[config.mk]
export PLATFORM = sky130hd
export DESIGN_NAME = alu_mc
export DESIGN_NICKNAME = d
export VERILOG_FILES = /design/src/rtl/alu_mc.sv
export SDC_FILE = /design/constraint.sdc
export NUM_CORES = 1
export LEC_CHECK = 0
export ABC_AREA = 1
export BUFFER_PORTS_ARGS = -buffer_cell sky130_fd_sc_hd__clkbuf_2
export CAP_MARGIN = 30
export CORE_MARGIN = 4
export CORE_UTILIZATION = 35
export CTS_CLUSTER_SIZE = 8
export DETAILED_ROUTE_END_ITERATION = 7
export PLACE_DENSITY = 0.47
export SLEW_MARGIN = 20
export SYNTH_ARGS = -nofsm -noshare
export SYNTH_HDL_FRONTEND = slang
export SYNTH_SLANG_ARGS = --single-unit
[constraint.sdc]
create_clock -name clk -period 3.2 [get_ports clk]
set_input_delay 0.8 -clock clk [delete_from_list [all_inputs] [get_ports clk]]
set_output_delay 0.8 -clock clk [all_outputs]
set_load 0.05 [all_outputs]
[src/rtl/alu_mc.sv]
// Multi-cycle ALU: single-cycle logic/arith/shift ops, iterative shift-add multiply.
// Define ALU_MC_DIV_EN to add the iterative restoring divider on opcode 0110.
module alu_mc #(
    parameter int WIDTH = 16
) (
    input  logic             clk,
    input  logic             rst,
    input  logic             start,
    input  logic [3:0]       opcode,
    input  logic             ar_flag,
    input  logic [WIDTH-1:0] src1,
    input  logic [WIDTH-1:0] src2,
    output logic [WIDTH-1:0] out,
    output logic [3:0]       flags,
    output logic             busy,
    output logic             done
);
    localparam int AW = $clog2(WIDTH);
    localparam int CW = AW + 1;
    localparam logic [WIDTH-1:0] W_VAL = WIDTH'(WIDTH);
    localparam logic [CW-1:0]    C_END = CW'(WIDTH);

    localparam logic [0:0] S_IDLE = 1'b0;
    localparam logic [0:0] S_ITER = 1'b1;

    localparam logic [3:0] OP_ADD = 4'b0011, OP_SUB = 4'b0100, OP_MUL = 4'b0101,
                           OP_DIV = 4'b0110, OP_AND = 4'b0111, OP_OR  = 4'b1000,
                           OP_XOR = 4'b1001, OP_SHL = 4'b1010, OP_SHR = 4'b1011;

    logic [0:0]       state;
    logic [CW-1:0]    cnt;
    logic [3:0]       op_q;
    logic             ar_q;
    logic [WIDTH-1:0] a_q, b_q, acc_q, qr_q;

    logic             multi;
    logic [WIDTH:0]   add_r, mul_sum;
    logic [WIDTH-1:0] sub_r, sc_res;
    logic [2*WIDTH-1:0] rot_tmp;
    logic             big, sc_c, sc_o;
    logic [3:0]       sc_flags, it_flags;

`ifdef ALU_MC_DIV_EN
    logic [WIDTH:0]   rem_sh;
    logic [WIDTH-1:0] div_diff;
    logic             div_ge;
    assign multi    = (opcode == OP_MUL) || (opcode == OP_DIV);
    assign rem_sh   = {acc_q, qr_q[WIDTH-1]};
    // remainder after a successful subtract is < divisor, so W bits suffice
    assign div_ge   = rem_sh >= {1'b0, b_q};
    assign div_diff = rem_sh[WIDTH-1:0] - b_q;
    assign it_flags = (op_q == OP_DIV)
                    ? {b_q == '0, 1'b0, qr_q[WIDTH-1], qr_q == '0}
                    : {1'b0, |acc_q, qr_q[WIDTH-1], qr_q == '0};
`else
    assign multi    = (opcode == OP_MUL);
    assign it_flags = {1'b0, |acc_q, qr_q[WIDTH-1], qr_q == '0};
`endif

    assign mul_sum = {1'b0, acc_q} + (qr_q[0] ? {1'b0, a_q} : '0);

    always_comb begin
        sc_res  = '0;
        sc_c    = 1'b0;
        sc_o    = 1'b0;
        add_r   = {1'b0, a_q} + {1'b0, b_q};
        sub_r   = a_q - b_q;
        rot_tmp = {a_q, a_q} << b_q[AW-1:0];
        big     = (b_q >= W_VAL);
        case (op_q)
            OP_ADD: begin
                sc_res = add_r[WIDTH-1:0];
                sc_c   = add_r[WIDTH];
                sc_o   = (a_q[WIDTH-1] == b_q[WIDTH-1]) && (add_r[WIDTH-1] != a_q[WIDTH-1]);
            end
            OP_SUB: begin
                sc_res = sub_r;
                sc_c   = a_q < b_q;
                sc_o   = (a_q[WIDTH-1] != b_q[WIDTH-1]) && (sub_r[WIDTH-1] != a_q[WIDTH-1]);
            end
            OP_AND: sc_res = a_q & b_q;
            OP_OR:  sc_res = a_q | b_q;
            OP_XOR: sc_res = a_q ^ b_q;
            OP_SHL: begin
                if (ar_q)     sc_res = rot_tmp[2*WIDTH-1:WIDTH];
                else if (big) sc_res = '0;
                else          sc_res = a_q << b_q[AW-1:0];
            end
            OP_SHR: begin
                if (ar_q) sc_res = big ? {WIDTH{a_q[WIDTH-1]}}
                                       : $unsigned($signed(a_q) >>> b_q[AW-1:0]);
                else      sc_res = big ? '0 : a_q >> b_q[AW-1:0];
            end
            default: sc_res = '0;
        endcase
        sc_flags = {sc_o, sc_c, sc_res[WIDTH-1], sc_res == '0};
    end

    always_ff @(posedge clk or negedge rst) begin
        if (!rst) begin
            state <= S_IDLE;
            cnt   <= '0;
            op_q  <= '0;
            ar_q  <= 1'b0;
            a_q   <= '0;
            b_q   <= '0;
            acc_q <= '0;
            qr_q  <= '0;
            out   <= '0;
            flags <= '0;
            busy  <= 1'b0;
            done  <= 1'b0;
        end else begin
            done <= 1'b0;
            case (state)
                S_IDLE: begin
                    // busy while idle marks a single-cycle op waiting to retire
                    if (busy) begin
                        out   <= sc_res;
                        flags <= sc_flags;
                        done  <= 1'b1;
                        busy  <= 1'b0;
                    end else if (start) begin
                        op_q  <= opcode;
                        ar_q  <= ar_flag;
                        a_q   <= src1;
                        b_q   <= src2;
                        acc_q <= '0;
                        cnt   <= '0;
                        busy  <= 1'b1;
`ifdef ALU_MC_DIV_EN
                        qr_q  <= (opcode == OP_DIV) ? src1 : src2;
`else
                        qr_q  <= src2;
`endif
                        if (multi) state <= S_ITER;
                    end
                end
                default: begin
                    if (cnt == C_END) begin
                        out   <= qr_q;
                        flags <= it_flags;
                        done  <= 1'b1;
                        busy  <= 1'b0;
                        state <= S_IDLE;
                    end else begin
                        cnt <= cnt + 1'b1;
`ifdef ALU_MC_DIV_EN
                        if (op_q == OP_DIV) begin
                            acc_q <= div_ge ? div_diff : rem_sh[WIDTH-1:0];
                            qr_q  <= {qr_q[WIDTH-2:0], div_ge};
                        end else begin
                            acc_q <= mul_sum[WIDTH:1];
                            qr_q  <= {mul_sum[0], qr_q[WIDTH-1:1]};
                        end
`else
                        acc_q <= mul_sum[WIDTH:1];
                        qr_q  <= {mul_sum[0], qr_q[WIDTH-1:1]};
`endif
                    end
                end
            endcase
        end
    end
endmodule

==> After elaboration in Yosys (flattened, before gate mapping) <==
Index checks and enable logic that the tools add are counted.
{ "totals": {"in_bits": 40, "register_bits": 97} }
{ "op_classes": {"n_lt_le_gt_ge": 2, "add_sub_neg": 4, "muxes": 39, "n_eq_ne": 16, "bitwise": 5, "shifts": 4, "reduce_logical": 10} }
{ "op_table": {"columns": ["op", "n"], "rows": [
  ["$mux W16", 17],
  ["$pmux W16 S7", 1],
  ["$add A16 B16 Y17", 2],
  ["$logic_not A16 Y1", 2],
  ["$shl A32 B4 Y32", 1],
  ["$mux W5", 4],
  ["$and A16 B16 Y16", 1],
  ["$eq A4 B4 Y1 const B", 4],
  ["$ge A16 B5 Y1 const B", 1],
  ["$lt A16 B16 Y1", 1],
  ["$or A16 B16 Y16", 1],
  ["$reduce_or A16 Y1", 1],
  ["$shl A16 B4 Y16", 1],
  ["$shr A16 B4 Y16", 1],
  ["$sshr A16 B4 Y16", 1],
  ["$sub A16 B16 Y16", 1],
  ["$xor A16 B16 Y16", 1],
  ["$eq A4 B3 Y1 const B", 3],
  ["$mux W1", 12],
  ["$mux W4", 3],
  ["$reduce_and A3 Y1", 2],
  ["$add A5 B1 Y5 const B", 1],
  ["$eq A5 B5 Y1 const B", 1],
  ["$eq A4 B2 Y1 const B", 1],
  ["9 further kinds", 16]
]} }

==> Depth between registers and ports, before layout <==
{ "depth": {"word_depth": 7, "mapped_depth": 22} }

==> Least setup slack after synthesis <==
OpenSTA, ideal clock, no wires.
{ "synth_path": {"path_type": "reg2reg", "start": "reg b_q[3]", "end": "reg flags[0]", "setup_slack_ns": 0.687, "synth_period_minus_slack_ns": 2.513, "setup_time_ns": 0.077, "required_ns": 3.123, "arrival_time_ns": 2.436, "path_stages_with_launch": 20, "cell_sequence": "dfrtp_1 inv_2 buf_1 ha_1 buf_2 nor2_1 nand2_1 inv_1 nand2_1 nand2_1 nand3_1 nand2_1 nand2_1 nand3_1 nand3b_1 nor2_1 nand2_1 nor2_1 nand3_1 a21oi_1"} }
{ "synth_between": {"elab_chain_len": 7, "word_cells_on_any_way": 19, "cone_classes": "2 x add/sub; 1 x order compare; 4 x shift; 8 x mux; 3 x bitwise; 1 x reduce/logical"} }
{ "synth_rtl": {"columns": ["element", "line_no", "text"], "rows": [
  ["start: declaration", "34", "logic [WIDTH-1:0] a_q, b_q, acc_q, qr_q;"],
  ["start signal: assignment", "127", "b_q <= src2;"],
  ["$ge A16 B5 Y1, or another cell as far along", "69", "big = (b_q >= W_VAL);"],
  ["$mux W16, on equally long branches", "92, 86, 90", null],
  ["$mux W16, on equally long branches", "90, 85", null],
  ["$pmux W16 S7 *", "70", "case (op_q)"],
  ["$logic_not A16 Y1 *", "96", "sc_flags = {sc_o, sc_c, sc_res[WIDTH-1], sc_res == '0};"],
  ["$mux W4 *", "118", "if (busy) begin"],
  ["$mux W4 *", "115", "case (state)"],
  ["end signal: assignment", "120", "flags <= sc_flags;"],
  ["end signal: assignment", "142", "flags <= it_flags;"],
  ["end: declaration", "14", "output logic [3:0] flags,"]
]} }
Mark *: on every way between the ends. The rest lies on a longest branch, timed or not. The select of a mux whose other input is x is not followed.
A chain may end at the register's enable or synchronous reset.

==> Worst setup path in the final report <==
{ "layout_path": {"start": "reg a_q[8]", "end": "reg flags[0]"} }
{ "layout_between": {"elab_chain_len": 7, "word_cells_on_any_way": 18, "cone_classes": "2 x add/sub; 4 x shift; 8 x mux; 3 x bitwise; 1 x reduce/logical"} }
{ "layout_rtl": {"columns": ["element", "line_no", "text"], "rows": [
  ["start: declaration", "34", null],
  ["start signal: assignment", "126", "a_q <= src1;"],
  ["parallel branches: the longest is 3 deep, another holds $sub A16 B16 Y16", null, null],
  ["$pmux W16 S7 *", "70", null],
  ["$logic_not A16 Y1 *", "96", null],
  ["$mux W4 *", "118", null],
  ["$mux W4 *", "115", null]
]} }
Every way passes the cells marked *. The select of a mux whose other input is x is not followed.

==> results.txt <==
----------------------------------------------------
[Drt]
  Drt drc ... 0
  Avg Vias per Cell ... 5.433
  Number of vias after detailed routing ... 10770
  Number of routed nets with antenna violations ... 0
  Iter 0 DRT Violations ... 1000
  Total routed wirelength ... 42.25 mm
  TritonRoute pass-1 iters ... 8
  Average wire length per cell after detail routing ... 21.31 um

[Worst setup path]
  Type of the worst setup path ... reg -> reg
  Type of origin of the critical path ... flop
  Startpoint of the worst register-to-register path ... a_q[8]$_DFFE_PN0P_
  Required arrival time at the worst endpoint ... approximately 3.5 ns
  Worst path bufs/invs ... 1
  Category of the worst setup path capture point ... flop
  Signal arrival time at the worst endpoint ... roughly 3.3 ns
  Most prevalent standard cell on the critical path ... sky130_fd_sc_hd__nand3_1
  Cell with the largest stage delay on the worst path ... sky130_fd_sc_hd__dfrtp_1
  Delay contributed by the slowest stage of the critical path ... roughly 0.58 ns
  CP startpoint ... a_q[8]$_DFFE_PN0P_
  Cell type group with the largest total delay on the critical path ... simple AND/OR/NAND/NOR gates
  List of cells traversed by the critical path ... inv_1, ha_2, nand2_1, nor2_2, nand3_1, nand3_1, nand2_1, nand3_1, nand3_1, nor2_1, nand4_1, nor2_1, nand3_1, a21oi_1
  Maximum fanout count along the critical path ... 9

[GRT]
  Vias in the first global route ... 10590
  Initial antenna violation count ... 0
  Aggregate global routing overflow ... 0
  Largest net degree at the start of global routing ... 70
  GR Util All Layers ... 0.2762
  Global-route wire length before repair ... 64.55 mm

[Clocking]
  Post-CTS Hold Buffers ... 0
  Sink Count ... 96
  Clock slew seen by the registers of the worst setup and hold paths ... 0.09 ns
  Number of buffers added by the clock tree synthesis step ... 9
  Worst skew pair latency ... 0.37 ns
  Max Root-Sink Buffers ... 2
  TritonCTS clock tree ... yes
  Root Driver ... sky130_fd_sc_hd__clkbuf_16
  H-tree levels ... 3

[STA]
  Final number of setup-violating endpoints ... 0
  Final clock period utilization by the worst path ... 0.9225
  Layout Skew ... roughly 0.015 ns
  Hold violation count in the final report ... 0
  Total count of max-transition violations in the final report ... 0
  Actual slew at the worst max-slew pin ... 0.7000 ns
  RSZ-0062 raised after global routing ... no
  Sum of negative setup slack ... 0 ns
  Achievable Freq ... about 340 MHz
  Max-slew headroom at the worst pin ... 0.5333
  Worst setup slack after layout ... 0.2480 ns
  Post-layout minimum cycle time ... approximately 3 ns

[Finish]
  Finished layout cell area ... 0.01079 mm^2
  Area delta synth->final ... 11.87%
  Share of layout cells above drive strength 1 ... 0.09866
  Count of placed standard cells in the final layout, fillers left out ... 1983
  Number of antenna cells inserted ... 0
  Final Net Count ... about 1800

[Logic synthesis]
  Cell area after synthesis ... 0.009640 mm^2
  Count of different cell masters after synthesis ... 46
  Yosys top cell area share ... 0.2492
  Leading cell types by total area after synthesis ... sky130_fd_sc_hd__dfrtp_1, sky130_fd_sc_hd__nand2_1, sky130_fd_sc_hd__nand3_1, sky130_fd_sc_hd__ha_1, sky130_fd_sc_hd__inv_1
  Post-synthesis net count ... 1695
  Leading register cell type out of synthesis ... sky130_fd_sc_hd__dfrtp_1
  Cell taking the most area after synthesis ... sky130_fd_sc_hd__dfrtp_1
  Number of enable flip-flop cells after synthesis ... 0
  Syn Area/Cell ... 6.094 um^2
  Total of warnings raised by yosys ... 0
  Count of mapped cells out of synthesis ... 1582
  Proportion of register bits with asynchronous set or reset after synthesis ... 1.000
  Part of the Yosys area used for sequential elements ... 0.2492
  Yosys reg bits ... 96

[Floorplanning]
  Die X ... 174.0 um
  Vertical die dimension ... 174.0 um
  Std-Cell Core Area ... 0.02703 mm^2
  Initial core utilization ... 0.3567
  Io pins ... just over 60
  Number of standard-cell rows in the floorplan ... 60
  Die Outline Area ... 0.03026 mm^2

[Place]
  Half-perimeter wire length of the detailed placement result ... ~34 mm
  Count of buffers inserted at the top-level ports ... 61
  DP Worst Slack ... 0.01732 ns
  Dpl cells ... 1967
  Instance area after placement ... 0.01046 mm^2
  Gpl congestion ... around 1

[Power]
  Total power consumption of the routed design ... 0.01353 W
  Worst IR Drop VDD ... 0.6227 mV
  Power per cell area ... 1255 mW/mm^2
  Leakage power ... ~5.8 nW

[Hold path]
  Type of the worst min-delay path ... in -> async

[Job]
  Max Cap Violations ... 0

[Run status]
  Run status ... finished clean

----------------------------------------------------
[final cells by class]
| class | instances | area (um^2) |
|---|---|---|
| fillers | 3046 | 16240 |
| multi-input cells | 1233 | 6233 |
| flip-flops and latches | 96 | 2402 |
| inverters | 191 | 719.4 |
| repair buffers | 106 | 683.2 |
| well taps | 341 | 426.7 |
| clock buffers | 9 | 225.2 |
| clock inverters | 7 | 95.09 |
[routing by layer]
metal  vias to the layer above  routed length [um]  track usage
met4                         0                1170      0.08050
met5                         -                   0            0
met3                        52                2511      0.03545
li1                       5259                   -            -
met2                       369               19240       0.4508
met1                      5093               19330       0.3839
[cell usage after synthesis (10+ instances only)]
library cell and number:
sky130_fd_sc_hd__dfrtp_1 96, sky130_fd_sc_hd__ha_1 70, sky130_fd_sc_hd__buf_2 26, sky130_fd_sc_hd__clkbuf_1 27, sky130_fd_sc_hd__nand3_1 213, sky130_fd_sc_hd__nand4_1 24
sky130_fd_sc_hd__inv_1 179, sky130_fd_sc_hd__o21ai_0 97, sky130_fd_sc_hd__o22ai_1 10, sky130_fd_sc_hd__o21ai_1 13, sky130_fd_sc_hd__nand2_2 12, sky130_fd_sc_hd__nor2_1 119
sky130_fd_sc_hd__a21oi_1 64, sky130_fd_sc_hd__nand2_1 517, sky130_fd_sc_hd__a31oi_1 18
[report_power, final]
part           switching (W)  internal (W)
combinational        0.00704       0.00291
sequential          0.000583       0.00176
clock               0.000611      0.000634
total                0.00824       0.00530
[state kept, by name, indices dropped and copies added (netlist names)]
register and count:
done 1, acc_q 16, flags 4, ar_q 1
state 1, a_q 16, qr_q 16, b_q 16
out 15, op_q 4, busy 1, cnt 5
[kinds of logic (layout without fill, tap and decap cells)]
kind of cell,Yosys count,in the layout,synth area share
DFF,96,96,0.2492
xor gates and xnor gates,8,8,0.007268
and+or+nand+nor,919,919,0.4073
AOI/OAI and AO/OA,233,233,0.1339
adders and majority gates,73,73,0.09708
buffers and inverters,253,313,0.1053
[placed cells by master (no fill, tap or decap), types with 4 or more instances in the layout]
| cell type | n |
|---|---|
| sky130_fd_sc_hd__nand2_2 | 12 |
| sky130_fd_sc_hd__ha_1 | 68 |
| sky130_fd_sc_hd__a31oi_1 | 18 |
| sky130_fd_sc_hd__nor2_2 | 4 |
| sky130_fd_sc_hd__nand3_2 | 4 |
| sky130_fd_sc_hd__nor3_1 | 8 |
| sky130_fd_sc_hd__nand3b_1 | 4 |
| sky130_fd_sc_hd__a21oi_1 | 64 |
| sky130_fd_sc_hd__nand4_1 | 24 |
| sky130_fd_sc_hd__o211ai_1 | 8 |
| sky130_fd_sc_hd__buf_4 | 43 |
| sky130_fd_sc_hd__clkbuf_2 | 60 |
| sky130_fd_sc_hd__o31ai_1 | 4 |
| sky130_fd_sc_hd__inv_1 | 179 |
| sky130_fd_sc_hd__nand2_4 | 4 |
| sky130_fd_sc_hd__o21ai_0 | 96 |
| sky130_fd_sc_hd__xor2_1 | 6 |
| sky130_fd_sc_hd__nand2_1 | 517 |
| sky130_fd_sc_hd__clkbuf_16 | 9 |
| sky130_fd_sc_hd__o21ai_1 | 14 |
| sky130_fd_sc_hd__and2_1 | 4 |
| sky130_fd_sc_hd__o21bai_1 | 4 |
| sky130_fd_sc_hd__nor2_1 | 117 |
| sky130_fd_sc_hd__o22ai_1 | 10 |
| sky130_fd_sc_hd__dfrtp_1 | 96 |
| sky130_fd_sc_hd__nor4_1 | 4 |
| sky130_fd_sc_hd__inv_2 | 8 |
| sky130_fd_sc_hd__nand3_1 | 213 |
[final timing paths]
| path | end | slack, ns | cells after the start |
|---|---|---|---|
| min reg2reg | out[9]$_DFFE_PN0P_ | 0.49 | 2 |
| min | b_q[13]$_DFFE_PN0P_ | 0.37 | 1 |
| max reg2reg | flags[0]$_DFFE_PN0P_ | 0.25 | 14 |
| min in group clk | out[9]$_DFFE_PN0P_ | 0.49 | 2 |
| max | flags[0]$_DFFE_PN0P_ | 0.25 | 14 |
| max in group asynchronous | acc_q[0]$_DFFE_PN0P_ | 2.07 | 2 |
[through the flow]
stage          hold WS, ns  utilization
2_1_floorplan       0.4774            -
3_3_place_gp        0.4679       0.3869
3_5_place_dp        0.4723       0.3869
4_1_cts             0.3907       0.3988
5_1_grt             0.3922       0.3991
6_report            0.3682       0.3991
[repair_timing]
action | 4_1_cts | 5_1_grt
gates resized for setup | 0 | 4
endpoints found under the setup margin | 0 | 1
buffers inserted | 0 | 0
No activity file was read; power rests on OpenSTA's default activity.
